==> config.mk <==
export PLATFORM = sky130hd
export DESIGN_NAME = axi_lite_ipif_register_bank
export DESIGN_NICKNAME = d
export VERILOG_FILES = /design/src/rtl/axi_lite_ipif_register_bank.sv
export SDC_FILE = /design/constraint.sdc
export NUM_CORES = 1
export LEC_CHECK = 0
export CORE_MARGIN = 1.5
export CORE_UTILIZATION = 48
export DETAILED_ROUTE_END_ITERATION = 7
export PLACE_DENSITY = 0.95
export SLEW_MARGIN = 25
export SYNTH_ARGS = -nofsm -noshare
export SYNTH_HDL_FRONTEND = slang
export SYNTH_SLANG_ARGS = --single-unit
==> constraint.sdc <==
create_clock -name bus_clk -period 10.5 [get_ports bus_clk]
set_input_delay 2.1 -clock bus_clk [delete_from_list [all_inputs] [get_ports bus_clk]]
set_output_delay 2.1 -clock bus_clk [all_outputs]
set_load 0.01 [all_outputs]
==> src/rtl/axi_lite_ipif_register_bank.sv <==
// AXI4-Lite slave register bank for the bus side of the IPIF clock-converter path.
// Writes land in params_from_bus and pulse WrCE_from_bus; reads return a snapshot
// of params_to_bus and pulse RdCE_from_bus. Write and read channels are independent.
module axi_lite_ipif_register_bank #(
  parameter int C_S_AXI_DATA_WIDTH = 32,
  parameter int C_S_AXI_ADDR_WIDTH = 8,
  parameter int N_REG = 2,
  parameter logic [N_REG*C_S_AXI_DATA_WIDTH-1:0] PARAM_RESET = '0
) (
  input  logic                                bus_clk,
  input  logic                                bus_clk_areset,
  input  logic [C_S_AXI_ADDR_WIDTH-1:0]       S_AXI_AWADDR,
  input  logic                                S_AXI_AWVALID,
  output logic                                S_AXI_AWREADY,
  input  logic [C_S_AXI_DATA_WIDTH-1:0]       S_AXI_WDATA,
  input  logic [C_S_AXI_DATA_WIDTH/8-1:0]     S_AXI_WSTRB,
  input  logic                                S_AXI_WVALID,
  output logic                                S_AXI_WREADY,
  output logic [1:0]                          S_AXI_BRESP,
  output logic                                S_AXI_BVALID,
  input  logic                                S_AXI_BREADY,
  input  logic [C_S_AXI_ADDR_WIDTH-1:0]       S_AXI_ARADDR,
  input  logic                                S_AXI_ARVALID,
  output logic                                S_AXI_ARREADY,
  output logic [C_S_AXI_DATA_WIDTH-1:0]       S_AXI_RDATA,
  output logic [1:0]                          S_AXI_RRESP,
  output logic                                S_AXI_RVALID,
  input  logic                                S_AXI_RREADY,
  output logic [N_REG-1:0]                    WrCE_from_bus,
  output logic [N_REG-1:0]                    RdCE_from_bus,
  output logic [N_REG*C_S_AXI_DATA_WIDTH-1:0] params_from_bus,
  input  logic [N_REG*C_S_AXI_DATA_WIDTH-1:0] params_to_bus
);

  localparam int W        = C_S_AXI_DATA_WIDTH;
  localparam int NB       = W / 8;
  localparam int ADDR_LSB = $clog2(NB);
  localparam int IDX_W    = (N_REG > 1) ? $clog2(N_REG) : 1;

  localparam logic [1:0] RESP_OKAY   = 2'b00;
  localparam logic [1:0] RESP_SLVERR = 2'b10;

  typedef enum logic {W_IDLE, W_RESP} w_state_t;
  typedef enum logic {R_IDLE, R_DATA} r_state_t;

  // write channel state
  w_state_t          r_wstate;
  logic              r_aw_full;
  logic [IDX_W-1:0]  r_aw_idx;
  logic              r_w_full;
  logic [W-1:0]      r_wdata;
  logic [NB-1:0]     r_wstrb;
  logic              r_bvalid;
  logic [1:0]        r_bresp;
  logic [N_REG-1:0]  r_wrce;
  logic [W-1:0]      r_params [N_REG];

  // read channel state
  r_state_t          r_rstate;
  logic              r_rvalid;
  logic [W-1:0]      r_rdata;
  logic [1:0]        r_rresp;
  logic [N_REG-1:0]  r_rdce;

  logic              w_aw_fire;
  logic              w_w_fire;
  logic              w_commit;
  logic [IDX_W-1:0]  w_cm_idx;
  logic [IDX_W-1:0]  w_ar_idx;
  logic [W-1:0]      w_cm_data;
  logic [NB-1:0]     w_cm_strb;
  logic [N_REG-1:0]  w_wr_hit;
  logic [N_REG-1:0]  w_rd_hit;
  logic [W-1:0]      w_rd_sel;
  logic              w_unused;

  // Address bits outside the register index are deliberately ignored.
  assign w_unused = ^{S_AXI_AWADDR, S_AXI_ARADDR};

  // READYs are held low while reset is asserted, high in idle with a free slot.
  assign S_AXI_AWREADY = ~bus_clk_areset & (r_wstate == W_IDLE) & ~r_aw_full;
  assign S_AXI_WREADY  = ~bus_clk_areset & (r_wstate == W_IDLE) & ~r_w_full;
  assign S_AXI_ARREADY = ~bus_clk_areset & (r_rstate == R_IDLE);

  assign w_aw_fire = S_AXI_AWVALID & S_AXI_AWREADY;
  assign w_w_fire  = S_AXI_WVALID & S_AXI_WREADY;

  // A beat arriving on the commit edge is used directly, bypassing its slot.
  assign w_cm_idx  = r_aw_full ? r_aw_idx : S_AXI_AWADDR[ADDR_LSB +: IDX_W];
  assign w_cm_data = r_w_full ? r_wdata : S_AXI_WDATA;
  assign w_cm_strb = r_w_full ? r_wstrb : S_AXI_WSTRB;
  assign w_commit  = (r_wstate == W_IDLE) & (r_aw_full | w_aw_fire) & (r_w_full | w_w_fire);
  assign w_ar_idx  = S_AXI_ARADDR[ADDR_LSB +: IDX_W];

  // One-hot decode; an index with no matching register leaves the hit vector empty.
  for (genvar gi = 0; gi < N_REG; gi++) begin : g_reg
    assign w_wr_hit[gi] = (w_cm_idx == IDX_W'(gi));
    assign w_rd_hit[gi] = (w_ar_idx == IDX_W'(gi));
    assign params_from_bus[gi*W +: W] = r_params[gi];
  end

  // Read mux over the IP-side values; zero when out of range.
  always_comb begin
    w_rd_sel = '0;
    for (int i = 0; i < N_REG; i++) begin
      if (w_rd_hit[i]) w_rd_sel = params_to_bus[i*W +: W];
    end
  end

  // Write FSM: collect AW and W in slots, commit when both present, hold B until accepted.
  always_ff @(posedge bus_clk or posedge bus_clk_areset) begin
    if (bus_clk_areset) begin
      r_wstate  <= W_IDLE;
      r_aw_full <= 1'b0;
      r_aw_idx  <= '0;
      r_w_full  <= 1'b0;
      r_wdata   <= '0;
      r_wstrb   <= '0;
      r_bvalid  <= 1'b0;
      r_bresp   <= RESP_OKAY;
      r_wrce    <= '0;
    end else begin
      r_wrce <= '0;
      case (r_wstate)
        W_IDLE: begin
          if (w_aw_fire) begin
            r_aw_full <= 1'b1;
            r_aw_idx  <= S_AXI_AWADDR[ADDR_LSB +: IDX_W];
          end
          if (w_w_fire) begin
            r_w_full <= 1'b1;
            r_wdata  <= S_AXI_WDATA;
            r_wstrb  <= S_AXI_WSTRB;
          end
          if (w_commit) begin
            r_wstate <= W_RESP;
            r_bvalid <= 1'b1;
            r_bresp  <= (|w_wr_hit) ? RESP_OKAY : RESP_SLVERR;
            r_wrce   <= w_wr_hit;
          end
        end
        W_RESP: begin
          if (S_AXI_BREADY) begin
            r_wstate  <= W_IDLE;
            r_bvalid  <= 1'b0;
            r_aw_full <= 1'b0;
            r_w_full  <= 1'b0;
          end
        end
        default: r_wstate <= W_IDLE;
      endcase
    end
  end

  // Register file: byte-lane merge of the committed write into the addressed register.
  always_ff @(posedge bus_clk or posedge bus_clk_areset) begin
    if (bus_clk_areset) begin
      for (int i = 0; i < N_REG; i++) r_params[i] <= PARAM_RESET[i*W +: W];
    end else if (w_commit) begin
      for (int i = 0; i < N_REG; i++) begin
        for (int b = 0; b < NB; b++) begin
          if (w_wr_hit[i] && w_cm_strb[b]) r_params[i][b*8 +: 8] <= w_cm_data[b*8 +: 8];
        end
      end
    end
  end

  // Read FSM: snapshot the selected value on AR, hold R until accepted.
  always_ff @(posedge bus_clk or posedge bus_clk_areset) begin
    if (bus_clk_areset) begin
      r_rstate <= R_IDLE;
      r_rvalid <= 1'b0;
      r_rdata  <= '0;
      r_rresp  <= RESP_OKAY;
      r_rdce   <= '0;
    end else begin
      r_rdce <= '0;
      case (r_rstate)
        R_IDLE: begin
          if (S_AXI_ARVALID) begin
            r_rstate <= R_DATA;
            r_rvalid <= 1'b1;
            r_rdata  <= w_rd_sel;
            r_rresp  <= (|w_rd_hit) ? RESP_OKAY : RESP_SLVERR;
            r_rdce   <= w_rd_hit;
          end
        end
        R_DATA: begin
          if (S_AXI_RREADY) begin
            r_rstate <= R_IDLE;
            r_rvalid <= 1'b0;
          end
        end
        default: r_rstate <= R_IDLE;
      endcase
    end
  end

  assign S_AXI_BVALID  = r_bvalid;
  assign S_AXI_BRESP   = r_bresp;
  assign S_AXI_RVALID  = r_rvalid;
  assign S_AXI_RDATA   = r_rdata;
  assign S_AXI_RRESP   = r_rresp;
  assign WrCE_from_bus = r_wrce;
  assign RdCE_from_bus = r_rdce;

endmodule
==> reports/metrics.cfg <==
[status]
status = complete, no violations

[cells_and_area]
syn_to_final_growth_pct = 46.9
layout.area.seq_mm2 = 0.00358
final_common_cell = clkdlybuf4s50_1
layout_common_cells = clkdlybuf4s50_1, dfrtp_1, mux2_2
drive_gt1_frac = 0.268
fill_cells = 813
multiInputGateArea_mm2 = 0.00244
nets = 777

[worst_setup_path]
crit_arrival_ns = 3.62
endpoint = S_AXI_AWREADY
cp_top_family = buffers and inverters
end_kind = output pin
critPathRequiredTime_ns = 8.40
r2r_start = r_w_full
worstReg2RegEnd = r_wdata[1]
crit_fanout = 6
critPathLaunchType = input port
cp.buffers_inverters = 2
crit_path_frequent_cell = clkdlybuf4s50_1
crit_chain = clkdlybuf4s50_1 > nor3_1 > clkdlybuf4s50_1
cp_num_cells = 3
cp_slowest_cell = clkdlybuf4s50_1
worstSetupPathType = input port to output pin
r2r_slack_ns = 7.70
crit_path_start = bus_clk_areset
r2r_cells = 3
cp_slowest_stage_delay_ns = 0.61

[global_route]
track_usage = 0.242
overflow = 0
grt_pass1_vias = 4864
use_met3 = 0.0835
grtUsageMet2 = 0.429
antenna_found_initial = 1
grt_util_met1 = 0.262
grt_max_degree = 85
grt_most_used_layer = met2
grt_pass1_wl_um = 24400

[pwr]
p_seq_frac = 0.381
p_leak_uw = 0.00385
clock_power_share = 0.246
power_density_mw_per_mm2 = 276
switching_share = 0.297
total_power_uw = 2490
p_int_uw = 1750
ir_drop_v = 0.000120
power.switching_uw = 738
power_frac_comb = 0.373

[sta]
period_needed_ns = 5.72
tightest_slew_ns = 1.05
finalCritPeriodShare = 0.545
rsz0062_at_grt = no
final_hold_viol_count = 0
tns_ns = 0
skew_ns = 0.00617
slew_headroom = 0.298
maxSlewViolCount = 0
max_freq_mhz = 175
setup_viol = 0

[routing]
vias_per_cell = 5.24
drt-total-wl_um = 15500
wire_per_inst_um = 18.5
ant_nets = 0
dr.first_iter.drc_count = 159
drt-pass1-iter-count = 4
drc = 0
dr_total_vias = 4401

[place]
place.gp.congestion = 0.815
dpl.hpwl_um = 11200
port_buffers = 213

[die]
die-area_mm2 = 0.0135
io_pins = 232
row_count = 41
start_util = 0.489
die_x_um = 116
die_h_um = 116
core_mm2 = 0.0126

[job]
drv_cap = 0

[clock_tree]
cts_max_level = 4
cts_made_buffers = 17
cts_tree = yes
cts.clk_slew.worst_paths_ns = 0.06
clkLatencyLatePin_ns = 0.41
cts_resized = 0
cts_root_buf = clkbuf_16
post-cts-setup-buffers = 0
clock_path_buffers = 2
clock_sinks = 143
ctsHoldBuffers = 0

[yosys]
ys_ff_latch = 143
yosysSeqAreaShare = 0.582
ys_types = 23
avgSynthCellArea_um2 = 14.0
yosys_warnings = 0
synth.cell_area_mm2 = 0.00614
synthCells = 440

[worst_hold_path]
hp-class = register to register

==> worst min path at each step <==
| stage | slack [ns] | depth (start not counted) | startpoint | endpoint |
|---|---|---|---|---|
| floorplan | 0.45 | 1 | r_rstate | S_AXI_RVALID |
| global placement | 0.46 | 2 | S_AXI_RDATA[19] | S_AXI_RDATA[19] |
| detailed placement | 0.47 | 2 | S_AXI_RDATA[21] | S_AXI_RDATA[21] |
| CTS | 0.49 | 2 | S_AXI_RDATA[4] | S_AXI_RDATA[4] |
| global route | 0.52 | 1 | params_from_bus[47] | params_from_bus[47] |
| finish | 0.48 | 2 | S_AXI_RDATA[4] | S_AXI_RDATA[4] |
==> cell families after synthesis <==
family / Yosys count / share of synthesized area
multiplexers: 171 / 0.307
flip-flops: 143 / 0.582
AND/OR/NAND/NOR: 56 / 0.0527
AO/OA/AOI/OAI: 39 / 0.0340
buffers and inverters: 30 / 0.0236
other: 1 / 0.000610
==> per-stage QoR <==
stage	hold WS [ns]	util	instances	setup slack, ns	cell area [um^2]
2_1_floorplan	0.445	-	443	4.56	6150
3_3_place_gp	0.461	0.669	807	4.80	8410
3_5_place_dp	0.475	0.669	807	4.78	8410
4_1_cts	0.493	0.718	839	4.78	9020
5_1_grt	0.516	0.718	840	4.71	9020
6_report	0.485	0.718	840	4.78	9020
==> synthesized netlist by cell type, drive strengths merged <==
cell type,n,share of area
nor3,10,0.023
nand2,37,0.023
mux2i,37,0.061
buf,14,0.014
mux2,134,0.25
o21ai,36,0.029
o221ai,1,0.0024
nor2b,2,0.0020
and3,1,0.0010
nor2,5,0.0031
clkbuf,11,0.0067
o22ai,1,0.0010
conb,1,0.00061
dfrtp,143,0.58
o21a,1,0.0012
nor3b,1,0.0012
inv,5,0.0031
==> worst reg2reg max path, cell delays in order (launching register included) <==
cell	delay (ns)
dfrtp_2	0.76
nor3b_2	1.01
buf_4	0.51
mux2_2	0.40
==> power groups by stage <==
stage          registers [uW]  clock network [uW]  logic, uW
2_1_floorplan             969                   0        442
3_3_place_gp              934                   0        902
3_5_place_dp              956                   0        937
4_1_cts                   951                 622        941
5_1_grt                   976                 644       1000
6_report                  948                 611        928
==> area by class of cell <==
class                           count  area share
Antenna cell                        1    0.000277
Tap cell                          172      0.0239
Multi-Input combinational cell    270       0.270
Clock inverter                     11      0.0153
Inverter                            5     0.00263
Clock buffer                       21      0.0521
Sequential cell                   143       0.397
Timing Repair Buffer              217       0.239
==> layer usage <==
layer,vias to the layer above,part of all wire,routed length [um]
li1,1985,-,-
met1,2202,0.38,5830
met5,-,0,0
met4,0,0.027,422
met3,33,0.080,1250
met2,181,0.52,8030
==> sequential cells by signal, indices dropped and copies added, names as in the netlist <==
signal / count
RdCE_from_bus: 2
S_AXI_BVALID: 1
S_AXI_RDATA: 32
S_AXI_RVALID: 1
WrCE_from_bus: 2
params_from_bus: 64
r_aw_full: 1
r_aw_idx: 1
r_rstate: 1
r_w_full: 1
r_wdata: 32
r_wstate: 1
r_wstrb: 4
No activity file was read; power rests on OpenSTA's default activity.
